[config.mk]
export PLATFORM = sky130hd
export DESIGN_NAME = key_conditioner
export DESIGN_NICKNAME = d
export VERILOG_FILES = /design/src/rtl/key_conditioner.sv
export SDC_FILE = /design/constraint.sdc
export NUM_CORES = 1
export LEC_CHECK = 0
export ABC_AREA = 1
export CAP_MARGIN = 30
export CORE_MARGIN = 4
export CORE_UTILIZATION = 41
export DETAILED_ROUTE_END_ITERATION = 6
export PLACE_DENSITY = 0.58
export SLEW_MARGIN = 10
export SYNTH_ARGS = -nofsm -noshare
export SYNTH_HDL_FRONTEND = slang
export SYNTH_SLANG_ARGS = --single-unit
[constraint.sdc]
create_clock -name clk -period 1.63 [get_ports clk]
set_input_delay 0.489 -clock clk [delete_from_list [all_inputs] [get_ports clk]]
set_output_delay 0.489 -clock clk [all_outputs]
set_load 0.01 [all_outputs]
[src/rtl/key_conditioner.sv]
// Multi-channel push-button conditioner: two-flop synchroniser, stability-count
// debounce, press/release events, long-press hold flag and auto-repeat pulses.
module key_conditioner #(
    parameter int N_KEYS          = 4,
    parameter int DEBOUNCE_CYCLES = 16,
    parameter int HOLD_CYCLES     = 1000000,
    parameter int REPEAT_CYCLES   = 200000
) (
    input  logic              clk,
    input  logic              rst_n,
    input  logic [N_KEYS-1:0] key_raw,
    output logic [N_KEYS-1:0] key_level,
    output logic [N_KEYS-1:0] key_press,
    output logic [N_KEYS-1:0] key_release,
    output logic [N_KEYS-1:0] key_hold,
    output logic [N_KEYS-1:0] key_repeat
);

    localparam int DB_W   = $clog2(DEBOUNCE_CYCLES);
    localparam int HOLD_W = $clog2(HOLD_CYCLES + 1);
    localparam int REP_W  = (REPEAT_CYCLES > 1) ? $clog2(REPEAT_CYCLES) : 1;

    localparam logic [DB_W-1:0]   DB_LAST   = DB_W'(DEBOUNCE_CYCLES - 1);
    localparam logic [HOLD_W-1:0] HOLD_LAST = HOLD_W'(HOLD_CYCLES - 1);
    localparam logic [HOLD_W-1:0] HOLD_MAX  = HOLD_W'(HOLD_CYCLES);
    localparam logic [REP_W-1:0]  REP_LAST  = REP_W'(REPEAT_CYCLES - 1);

    typedef enum logic [1:0] {
        ST_RELEASED,
        ST_PRESSED,
        ST_HELD
    } key_state_e;

    for (genvar i = 0; i < N_KEYS; i++) begin : g_key
        logic              s1, s2;
        logic [DB_W-1:0]   db_cnt;
        logic [HOLD_W-1:0] hold_cnt;
        logic [REP_W-1:0]  rep_cnt;
        key_state_e        state;
        logic              level, press, rel, hold, rpt;
        logic              flip;

        // The level flips on the last cycle of a full-length mismatch run.
        assign flip = (s2 != level) && (db_cnt == DB_LAST);

        // NOTE: every clocked block uses non-blocking assignments so all flops
        // sample pre-edge values; blocking here would collapse the two sync stages.
        always_ff @(posedge clk or negedge rst_n) begin
            if (!rst_n) begin
                s1 <= 1'b0;
                s2 <= 1'b0;
            end else begin
                s1 <= key_raw[i];
                s2 <= s1;
            end
        end

        always_ff @(posedge clk or negedge rst_n) begin
            if (!rst_n) begin
                db_cnt <= '0;
                level  <= 1'b0;
                press  <= 1'b0;
                rel    <= 1'b0;
            end else begin
                press <= 1'b0;
                rel   <= 1'b0;
                if (s2 == level) begin
                    db_cnt <= '0;
                end else if (flip) begin
                    db_cnt <= '0;
                    level  <= ~level;
                    press  <= ~level;
                    rel    <= level;
                end else begin
                    db_cnt <= db_cnt + 1'b1;
                end
            end
        end

        // Edges share the flip condition so the hold/repeat state moves in the
        // same cycle the new level becomes visible.
        always_ff @(posedge clk or negedge rst_n) begin
            if (!rst_n) begin
                state    <= ST_RELEASED;
                hold_cnt <= '0;
                rep_cnt  <= '0;
                hold     <= 1'b0;
                rpt      <= 1'b0;
            end else begin
                rpt <= 1'b0;
                if (flip) begin
                    state    <= level ? ST_RELEASED : ST_PRESSED;
                    hold_cnt <= '0;
                    rep_cnt  <= '0;
                    hold     <= 1'b0;
                end else begin
                    case (state)
                        ST_PRESSED: begin
                            if (hold_cnt == HOLD_LAST) begin
                                hold_cnt <= HOLD_MAX;
                                hold     <= 1'b1;
                                rpt      <= 1'b1;
                                state    <= ST_HELD;
                            end else begin
                                hold_cnt <= hold_cnt + 1'b1;
                            end
                        end
                        ST_HELD: begin
                            if (rep_cnt == REP_LAST) begin
                                rep_cnt <= '0;
                                rpt     <= 1'b1;
                            end else begin
                                rep_cnt <= rep_cnt + 1'b1;
                            end
                        end
                        default: ;
                    endcase
                end
            end
        end

        assign key_level[i]   = level;
        assign key_press[i]   = press;
        assign key_release[i] = rel;
        assign key_hold[i]    = hold;
        assign key_repeat[i]  = rpt;
    end

endmodule

# Word-level counts from Yosys, hierarchy flattened
# Cells that the tools add are included.
# word_totals
output_inout_bits,20
elab_cells,208
reg_bits,204
input_bits,6
# op_classes
bitwise_logic,8
n_reduce_logical,24
eq_ne,28
n_addsub,12
n_mux,92
# ops
cell,n
20-bit 2-to-1 mux,12
18-bit 2-to-1 mux,12
"20-bit by 1-bit adder with 20-bit output, second input constant",4
"20-bit equality test, second input constant",4
"18-bit by 1-bit adder with 18-bit output, second input constant",4
"18-bit equality test, second input constant",4
1-bit 2-to-1 mux,44
4-bit 2-to-1 mux,8
2-bit 2-to-1 mux,12
2-bit nonzero test,12
"4-bit by 1-bit adder with 4-bit output, second input constant",4
"4-bit equality test, second input constant",4
2-bit AND reduction,8
"2-bit by 1-bit equality test with 1-bit output, second input constant",4
"2-bit equality test, second input constant",4
1-bit inverter,8
1-bit case mux with 2 select lines,4
1-bit equality test,4
1-bit logical AND,4
1-bit inequality test,4

# Depth between registers and ports, before layout
# Gate-level depths: netlist of run 1.
# logic_depth
word_depth,4
mapped_depth,11
ltp_nobuf,10

# Least setup slack after synthesis of run 1
# No wires, ideal clock.
# synth_path
kind,register to register
start,reg g_key[2].db_cnt[0]
end,reg g_key[2].rep_cnt[11]
t_required_ps,1512
slack_ps,96
setup_ps,118
period_less_slack_ps,1534
n_path_buf,2
arrival_ps,1415
stages_incl_launch_ff,11
path_cell_list,dfrtp_1 ha_1 nand3_2 clkinv_1 nand2_2 buf_6 nand2_8 buf_12 nand2_2 xor2_1 nor2_1
# synth_via
elab_chain_cells,3
word_cells_on_any_way,4
classes_between,1 x eq/ne; 1 x mux; 2 x reduce/logical
# synth_lines
item,line_no,source
from (decl),36,logic [DB_W-1:0] db_cnt;
from (signal assigned),75,db_cnt <= db_cnt + 1'b1;
4-bit equality test *,44,assign flip = (s2 != level) && (db_cnt == DB_LAST);
1-bit logical AND *,44,
18-bit 2-to-1 mux or 2-bit nonzero test (tied branches),-,
to (signal assigned),113,rep_cnt <= rep_cnt + 1'b1;
to (decl),38,logic [REP_W-1:0] rep_cnt;
# Mark *: on every way between the ends. The rest lies on a longest branch, timed or not.
# A chain may end at the register's enable or synchronous reset.

==> metrics.txt, run 1 <==
status finished, final reports clean; Slew Limit Fails 0; final setup fails 0; CORE AREA 0.0281 mm²; maximum vdd drop 0.660 mV; top_reg_cell synth dfrtp_1; Worst setup SP type register; Async SR Flop Fraction 100%; r2r worst-path depth 10; H-Tree Depth 4; Overall Global Routing Usage 17.7%; IO Count 26; commonest cells in the netlist nand2_1 (480), inv_1 (206), nor2_1 (202); hpwl dp 19600 µm; # port buffers 25; drt first pass iters 5; post-route cell area 0.0139 mm²; Seq/Total Area, Yosys 42.3%; crit path DAT 1.10 ns; CTS Buffer Depth 2; Mean Syn Cell Area 7.28 µm²; WP depth 1; area leader, netlist dfrtp_1; CTS tree done; final hold violation count 0; first-pass GRT wire length 46900 µm; pre-CTS setup slack -0.0417 ns; worst-skew pair later-pin latency 0.44 ns; root buf cell clkbuf_16; RSZ-0062 raised after global routing yes; CP peak stage delay 0.42 ns; GP Congestion 0.902; Yosys warnings 0; Syn Nets 1649; Hold Crit Class register to register; WL/cell 12.8 µm; RR Endpoint g_key[1].rep_cnt[7]; initial antenna violation count 0; Final min period 1.59 ns; number of synthesized register bits 200; ant diodes 0; Clock Sinks 200; DRC viols 0; fmax 0.629 GHz; delay-heaviest family, CP flip-flops; most numerous cell in the Yosys netlist nand2_1; final net count 1749; CP bufs+invs 1; post-synth top area share 42.3%; Clock Skew 0.0140 ns; Die Ht 178 µm; Area contributors post-synth dfrtp_1 (42%), nand2_1 (15%), inv_1 (6.5%); mapped cell area 0.0118 mm²; Top Layer Used met4; max_cap viols 0; worst reg2reg setup slack 0.08 ns; Pwr Density 679 mW/mm²; GRT overflow 0; initial DRC count 653; placed cell count 2064; CP Max Fanout 3; CP startpoint g_key[1].state[1]; layout cells sized above 1 13.8%; die span in x 178 µm; Distinct cells, synth 42; Tot Pwr 9400 µW; Rel. slew slack 72.1%; Placed Area 0.0129 mm²; CP required 1.14 ns; non-filler instance count after layout 2114; row cnt 61; Lkg Pwr 0.00667 µW; DR vias/cell 4.93; Post-synth EDFFs 0; clock slew at reported path FFs 0.07 ns; DR WL met2 12200 µm; Final WS setup 0.0411 ns; final period utilization 97.5%; Syn Inst Count 1623; crit path capture key_hold[1]; post-route met1 wirelength 13400 µm; largest net degree at the start of global routing 43; Final ANT Viol Nets 0; worst path cell trace clkdlybuf4s15_2; RR Startpoint g_key[1].db_cnt[0]; WS Path Type register to output pin; final WL 27000 µm; CP Capture Type output pin; DR vias 10400; vias in the first global route 9920; Initial Util 42.1%; Syn-to-layout area delta 17.2%; Total Neg Setup Slack 0 ns; CTS Buf Count 17; CP max stage cell dfrtp_1; actual slew at the worst max-slew pin 0.416 ns; routed wl met3 987 µm; Die ar. 0.0316 mm²
==> flip-flops by register name (all words and copies together) (netlist names) <==
name and cells:
g_key.level 4, g_key.state 8, g_key.rpt 4, g_key.s2 4, g_key.db_cnt 16, g_key.press 4, g_key.rel 4, g_key.hold_cnt 80
g_key.rep_cnt 72, g_key.s1 4
==> worst register-to-register path: cells and delay by family, from the launching register on <==
family                   cells  cell delay [ns]
flip-flops                   1             0.37
AND/OR/NAND/NOR              7             0.62
AO/OA/AOI/OAI                1             0.16
adder cells (fa/ha/maj)      1             0.19
buffers and inverters        1             0.13
==> layout make-up <==
cell class	instances	area [µm²]
tap	378	473
timing repair buffer	122	1070
sequential	200	5010
clock buffer	19	443
multi-input combinational	1165	5920
inverter	217	826
fill	2799	14200
clock inverter	13	118
==> repair_timing <==
| item | CTS | global route |
|---|---|---|
| resized for setup | 31 | 92 |
| hold buffers | 1 | 0 |
| pin swaps | 0 | 21 |
| endpoints found under the hold margin | 35 | 0 |
| buffers inserted | 4 | 13 |
| setup endpoints to repair | 28 | 130 |
==> worst min-delay path by stage <==
stage                          to  cells past startpoint  slack [ns]         from
2_1_floorplan  g_key[0].db_cnt[0]                      0        0.19        rst_n
3_3_place_gp          g_key[3].s2                      0        0.33  g_key[3].s1
3_5_place_dp          g_key[1].s2                      0        0.34  g_key[1].s1
4_1_cts               g_key[1].s2                      0        0.35  g_key[1].s1
5_1_grt               g_key[1].s2                      0        0.36  g_key[1].s1
6_report              g_key[1].s2                      0        0.35  g_key[1].s1
==> power breakdown <==
| part | internal [µW] | leakage (µW) | switching, µW | total (µW) |
|---|---|---|---|---|
| clock network | 2160 | 0.000274 | 2000 | 4170 |
| logic | 69.9 | 0.00363 | 146 | 216 |
| registers | 4990 | 0.00276 | 24.0 | 5020 |
| total | 7230 | 0.00667 | 2170 | 9400 |
==> metrics by stage <==
| stage | hold WS, ns | utilization, % |
|---|---|---|
| after floorplan | 0.193 | - |
| after global placement | 0.334 | 45.9 |
| after detailed placement | 0.338 | 45.9 |
| after CTS | 0.349 | 48.1 |
| after global routing | 0.360 | 49.3 |
| final | 0.349 | 49.3 |
==> cell families (layout without fill, tap and decap cells) <==
group | after synthesis | count (layout) | synth area share [%]
AND/OR/NAND/NOR | 971 | 971 | 36.5
buffers and inverters | 258 | 371 | 9.54
flip-flops | 200 | 200 | 42.3
AO/OA/AOI/OAI | 112 | 112 | 4.91
XOR/XNOR | 62 | 62 | 4.59
adder cells (fa/ha/maj) | 20 | 20 | 2.12
==> placed cells by master (no fill, tap or decap), types with 8 or more instances in the layout <==
cell	count
nor3_1	27
clkbuf_16	17
buf_4	85
nand2_2	22
nor2_2	12
nand3_2	13
inv_1	200
nor2_1	195
ha_1	12
nand2_1	466
clkdlybuf4s15_1	11
inv_2	12
nor2_4	9
xor2_1	56
a21oi_1	23
dfrtp_1	199
nand3_1	115
nand4_1	74
nand2_4	8
o21ai_1	11
ha_2	8
o21ai_0	71
==> layer usage <==
| metal | track usage (%) | vias to the layer above |
|---|---|---|
| met4 | 4.71 | 0 |
| li1 | - | 5347 |
| met3 | 2.94 | 33 |
| met5 | 0 | - |
| met2 | 27.8 | 164 |
| met1 | 25.4 | 4887 |
(Power assumes the default switching activity.)
==> run 2, diff against run 1 <==
==> constraint.sdc (replaced) <==
create_clock -name clk -period 1.63 [get_ports clk]
set_input_delay 0.489 -clock clk [delete_from_list [all_inputs] [get_ports clk]]
set_output_delay 0.489 -clock clk [all_outputs]
set_load 0.005 [all_outputs]
==> metrics.txt, run 2 (synthesis gave the netlist of run 1 again) <==
status finished, final reports clean; r2r worst-path depth 9 (-1); Die Ht 178 µm (unchanged); WP depth 1 (unchanged); CTS Buffer Depth 2 (unchanged); fmax 0.629 GHz (about the same); Largest regs g_key.hold_cnt: 80 flops, g_key.rep_cnt: 72 flops, g_key.db_cnt: 16 flops; Slew Limit Fails 0 (unchanged); final hold violation count 0 (unchanged); drt first pass iters 6 (+1); hpwl dp 19100 µm (-2.2%); RR Endpoint g_key[0].rep_cnt[0]; clock slew at reported path FFs 0.07 ns (about the same); crit path capture key_release[2]; worst reg2reg setup slack 0.05 ns (-0.03 ns); DR vias/cell 4.91 (-0.50%); layout cells sized above 1 14.1% (+0.28 points); die span in x 178 µm (unchanged); final period utilization 97.5% (about the same); Overall Global Routing Usage 17.6% (-0.082 points); Clock Sinks 200 (unchanged); ant diodes 0 (unchanged); WL/cell 12.8 µm (about the same); Worst setup SP type register; CP Max Fanout 1 (-2); Hold WS 0.347 ns (-0.00150 ns); CP max stage cell dfrtp_1; CTS Buf Count 17 (unchanged); commonest non-fill, non-tap cell in the layout nand2_1; final WL 27100 µm (+0.38%); Final min period 1.59 ns (-0.000298 ns); GRT overflow 0 (unchanged); max reg flops 80 (unchanged); final net count 1759 (+0.57%); RSZ-0062 raised after global routing yes; Syn-to-layout area delta 18.3%; worst path cell trace dlygate4sd2_1; first-pass GRT wire length 46400 µm (-1.0%); CP peak stage delay 0.39 ns (-0.03 ns); DRC viols 0 (unchanged); Hold Crit Class register to register; final setup fails 0 (unchanged); DR vias 10400 (-0.12%); H-Tree Depth 4 (unchanged); largest net degree at the start of global routing 56 (+30%); Lkg Pwr 0.00675 µW (+1.2%); initial DRC count 669 (+2.5%); CTS tree done; Clock Skew 0.0153 ns (+0.00137 ns); Initial Util 42.1% (unchanged); CORE AREA 0.0281 mm² (unchanged); row cnt 61 (unchanged); IO Count 26 (unchanged); CP startpoint g_key[2].rel; maximum vdd drop 0.681 mV (+3.2%); crit path DAT 1.10 ns (about the same); Rel. slew slack 69.9% (-2.2 points); # port buffers 25 (unchanged); RR Startpoint g_key[0].db_cnt[0]; GP Congestion 0.910 (+0.86%); Final ANT Viol Nets 0 (unchanged); Die ar. 0.0316 mm² (unchanged); max_cap viols 0 (unchanged); CP Capture Type output pin; CP bufs+invs 1 (unchanged); vias in the first global route 9877 (-0.43%); largest register by flop count g_key.hold_cnt; root buf cell clkbuf_16; WS Path Type register to output pin; most frequent cells in the layout nand2_1 (466), dfrtp_1 (200), nor2_1 (199); actual slew at the worst max-slew pin 0.448 ns (+0.0325 ns); delay-heaviest family, CP flip-flops; initial antenna violation count 0 (unchanged); worst-skew pair later-pin latency 0.45 ns (about the same); Pwr Density 705 mW/mm² (+3.9%); CP required 1.14 ns (about the same); post-route cell area 0.0140 mm² (+0.95%); Placed Area 0.0129 mm² (-0.17%)
[run 2: cell count changes in the layout (fill, tap and decap cells not counted), sizes merged]
cell	previous run	this run
buf	97	105
bufinv	1	4
clkbuf	21	19
clkdlybuf4s15	12	9
clkinv	9	5
clkinvlp	3	4
dlygate4sd2	6	11
inv	217	215
nand2	499	501
[run 2: power by group]
part	internal (µW)	switching [µW]
logic	77.8	148
clock network	2640	1980
registers	4990	22.4
[run 2: worst min path at each step]
stage,from,end,cells past startpoint
after floorplan,rst_n,g_key[0].db_cnt[0],0
after global placement,g_key[3].s1,g_key[3].s2,0
after detailed placement,g_key[1].s1,g_key[1].s2,0
after CTS,g_key[1].s1,g_key[1].s2,0
after global routing,g_key[1].s1,g_key[1].s2,0
final,g_key[1].s1,g_key[1].s2,0
[run 2: repair_timing]
item / 4_1_cts / 5_1_grt
gates cloned: 0 / 2
buffers inserted: 8 / 20
hold buffers: 1 / 0
setup endpoints to repair: 40 / 131
endpoints found under the hold margin: 26 / 0
pin swaps: 0 / 14
resized for setup: 30 / 75
[run 2: layout make-up]
type	instances	area, µm²
timing repair buffer	130	1140
clock buffer	19	453
multi-input combinational	1167	5930
tap	378	473
fill	2767	14100
inverter	217	821
clock inverter	11	170
sequential	200	5000
[run 2: routing by layer]
metal / wire, µm / vias up / global-route usage (%)
li1: - / 5345 / -
met5: 0 / - / 0
met3: 950 / 38 / 3.34
met1: 13700 / 4864 / 25.6
met4: 472 / 0 / 4.77
met2: 12100 / 171 / 27.0
[run 2: through the flow]
stage | std cells | setup TNS [ns] | total power, µW | util [%] | setup WS (ns)
6_report | 2122 | 0 | 9870 | 49.8 | 0.0414
5_1_grt | 2122 | -0.545 | 10200 | 49.8 | -0.0658
4_1_cts | 2100 | 0 | 9970 | 48.4 | 0.00108
3_5_place_dp | 2061 | -0.598 | 5330 | 45.9 | -0.0967
3_3_place_gp | 2061 | -0.106 | 5320 | 45.9 | -0.0543
2_1_floorplan | 1623 | 0 | 5170 | - | 0.0962
==> run 3, diff against run 2 <==
--- a/config.mk
+++ b/config.mk
@@ -7,7 +7,6 @@
 export LEC_CHECK = 0
 export ABC_AREA = 1
 export CAP_MARGIN = 30
-export CORE_MARGIN = 4
 export CORE_UTILIZATION = 41
 export DETAILED_ROUTE_END_ITERATION = 6
 export PLACE_DENSITY = 0.58
==> metrics.txt, run 3 (synthesis gave the netlist of run 1 again) <==
final net count 1760 (+0.057%); final WL 26900 µm (-1.0%); Final min period 1.59 ns (+0.00572 ns); CP max stage cell dfrtp_1; GP Congestion 0.891 (-2.0%); worst reg2reg setup slack 0.06 ns (about the same); CTS tree done; layout cells sized above 1 14.4% (+0.32 points); CTS Buf Count 17 (unchanged); final setup fails 0 (unchanged); crit path capture key_repeat[1]; DR WL met2 12000 µm (about the same); fmax 0.627 GHz (-0.36%); CP peak stage delay 0.40 ns (about the same); Pwr Density 673 mW/mm² (-4.5%); initial DRC count 560 (-16%); Initial Util 42.1% (unchanged); Top Layer Used met4; Tot Pwr 9400 µW (-4.7%); CTS Buffer Depth 2 (unchanged); status finished, final reports clean; crit path DAT 1.11 ns (about the same); DR vias/cell 4.86 (-1.1%); non-filler instance count after layout 2125 (+0.14%); die span in x 172 µm (-3.4%); fillcell total 2853 (+3.1%); H-Tree Depth 4 (unchanged); RSZ-0062 raised after global routing yes; CP startpoint g_key[1].rpt; # port buffers 25 (unchanged); worst path cell trace dlygate4sd2_1; actual slew at the worst max-slew pin 0.411 ns (-0.0371 ns); DRC viols 0 (unchanged); initial antenna violation count 0 (unchanged); pre-CTS setup slack -0.0864 ns (+0.0103 ns); CP bufs+invs 1 (unchanged); ant diodes 0 (unchanged); hpwl dp 19200 µm (+0.18%); CP Capture Type output pin; CP required 1.14 ns (about the same); Slew Limit Fails 0 (unchanged); max_cap viols 0 (unchanged); Hold Crit Class register to register; row cnt 61 (unchanged); final period utilization 97.8% (+0.35 points); Overall Global Routing Usage 19.5% (+1.9 points); max reg flops 80 (unchanged); most frequent cells in the layout nand2_1 (466), dfrtp_1 (200), nor2_1 (198); Clock Sinks 200 (unchanged); commonest non-fill, non-tap cell in the layout nand2_1; WS Path Type register to output pin; GRT overflow 0 (unchanged); first-pass GRT wire length 46400 µm (about the same); placed cell count 2056 (-0.24%); Worst setup SP type register; routed wl met3 796 µm (-16%); worst-skew pair later-pin latency 0.44 ns (about the same); IO Count 26 (unchanged); Final ANT Viol Nets 0 (unchanged); DR vias 10300 (-0.96%); Syn-to-layout area delta 18.1%; largest register by flop count g_key.hold_cnt; post-route met1 wirelength 13800 µm (+0.66%); maximum vdd drop 0.662 mV (-2.9%); Die Ht 172 µm (-3.4%); WP depth 1 (unchanged); largest net degree at the start of global routing 38 (-32%); r2r worst-path depth 7 (-2); CORE AREA 0.0281 mm² (unchanged); root buf cell clkbuf_16; Final WS setup 0.0357 ns (-0.00572 ns); CP Max Fanout 1 (unchanged); Lkg Pwr 0.00678 µW (+0.46%); WL/cell 12.6 µm (-1.2%); Die ar. 0.0295 mm² (-6.6%); drt first pass iters 4 (-2); delay-heaviest family, CP flip-flops; Largest regs g_key.hold_cnt: 80 flops, g_key.rep_cnt: 72 flops, g_key.db_cnt: 16 flops; vias in the first global route 9688 (-1.9%); RR Endpoint g_key[0].rep_cnt[1]; RR Startpoint g_key[0].db_cnt[0]; clock slew at reported path FFs 0.08 ns (about the same); final hold violation count 0 (unchanged); Clock Skew 0.0167 ns (+0.00132 ns); Rel. slew slack 72.4% (+2.5 points)
run 3: cell types whose count changed in the layout (fill, tap and decap cells not counted), moves of 3 or more:
cell / previous run / this run
buf_4: 93 / 90
bufinv_16: 4 / 0
clkdlybuf4s15_1: 9 / 6
clkinv_1: 3 / 0
dlygate4sd2_1: 11 / 14
o21ai_1: 6 / 9
clkinv_4: 0 / 5
inv_6: 2 / 5
run 3: per-stage QoR:
| step | setup TNS (ns) | instance area [µm²] | util (%) | hold WS [ns] |
|---|---|---|---|---|
| 2_1_floorplan | 0 | 11800 | - | 0.193 |
| 3_3_place_gp | -0.162 | 12900 | 45.8 | 0.332 |
| 3_5_place_dp | -0.616 | 12900 | 45.8 | 0.336 |
| 4_1_cts | 0 | 13500 | 48.1 | 0.356 |
| 5_1_grt | -0.261 | 14000 | 49.7 | 0.358 |
| 6_report | 0 | 14000 | 49.7 | 0.354 |
run 3: how the worst min path moves through the flow:
stage                     cells past startpoint                  to  slack, ns   startpoint
after detailed placement                      0         g_key[2].s2       0.34  g_key[2].s1
after global routing                          0         g_key[2].s2       0.36  g_key[2].s1
after CTS                                     0         g_key[2].s2       0.36  g_key[2].s1
after global placement                        0         g_key[3].s2       0.33  g_key[3].s1
final                                         0         g_key[2].s2       0.35  g_key[2].s1
after floorplan                               0  g_key[0].db_cnt[0]       0.19        rst_n
run 3: metal layers:
metal / vias up / track usage, %
met5: - / 0
li1: 5346 / -
met1: 4827 / 28.0
met2: 128 / 30.5
met4: 0 / 4.62
met3: 17 / 3.18
run 3: final cells by class:
cell class	instances	area (µm²)	area share, %
clock buffers	20	457	3.27
flip-flops and latches	200	5000	35.8
multi-input cells	1166	5920	42.4
repair inverters	1	7.51	0.0538
clock inverters	12	106	0.762
well taps	378	473	3.39
repair buffers	131	1170	8.38
inverters	217	827	5.92
run 3: repair_timing:
action	CTS	global route
gates cloned	0	4
setup endpoints to repair	38	130
pin swaps	1	17
gates resized for setup	26	82
buffers inserted	11	21
hold endpoints to repair	27	0
hold buffers	1	0
run 3: report_power, final:
part / total (µW) / internal [µW] / switching, µW
clock: 4150 / 2090 / 2060
combinational: 239 / 87.6 / 151
sequential: 5020 / 4990 / 24.4
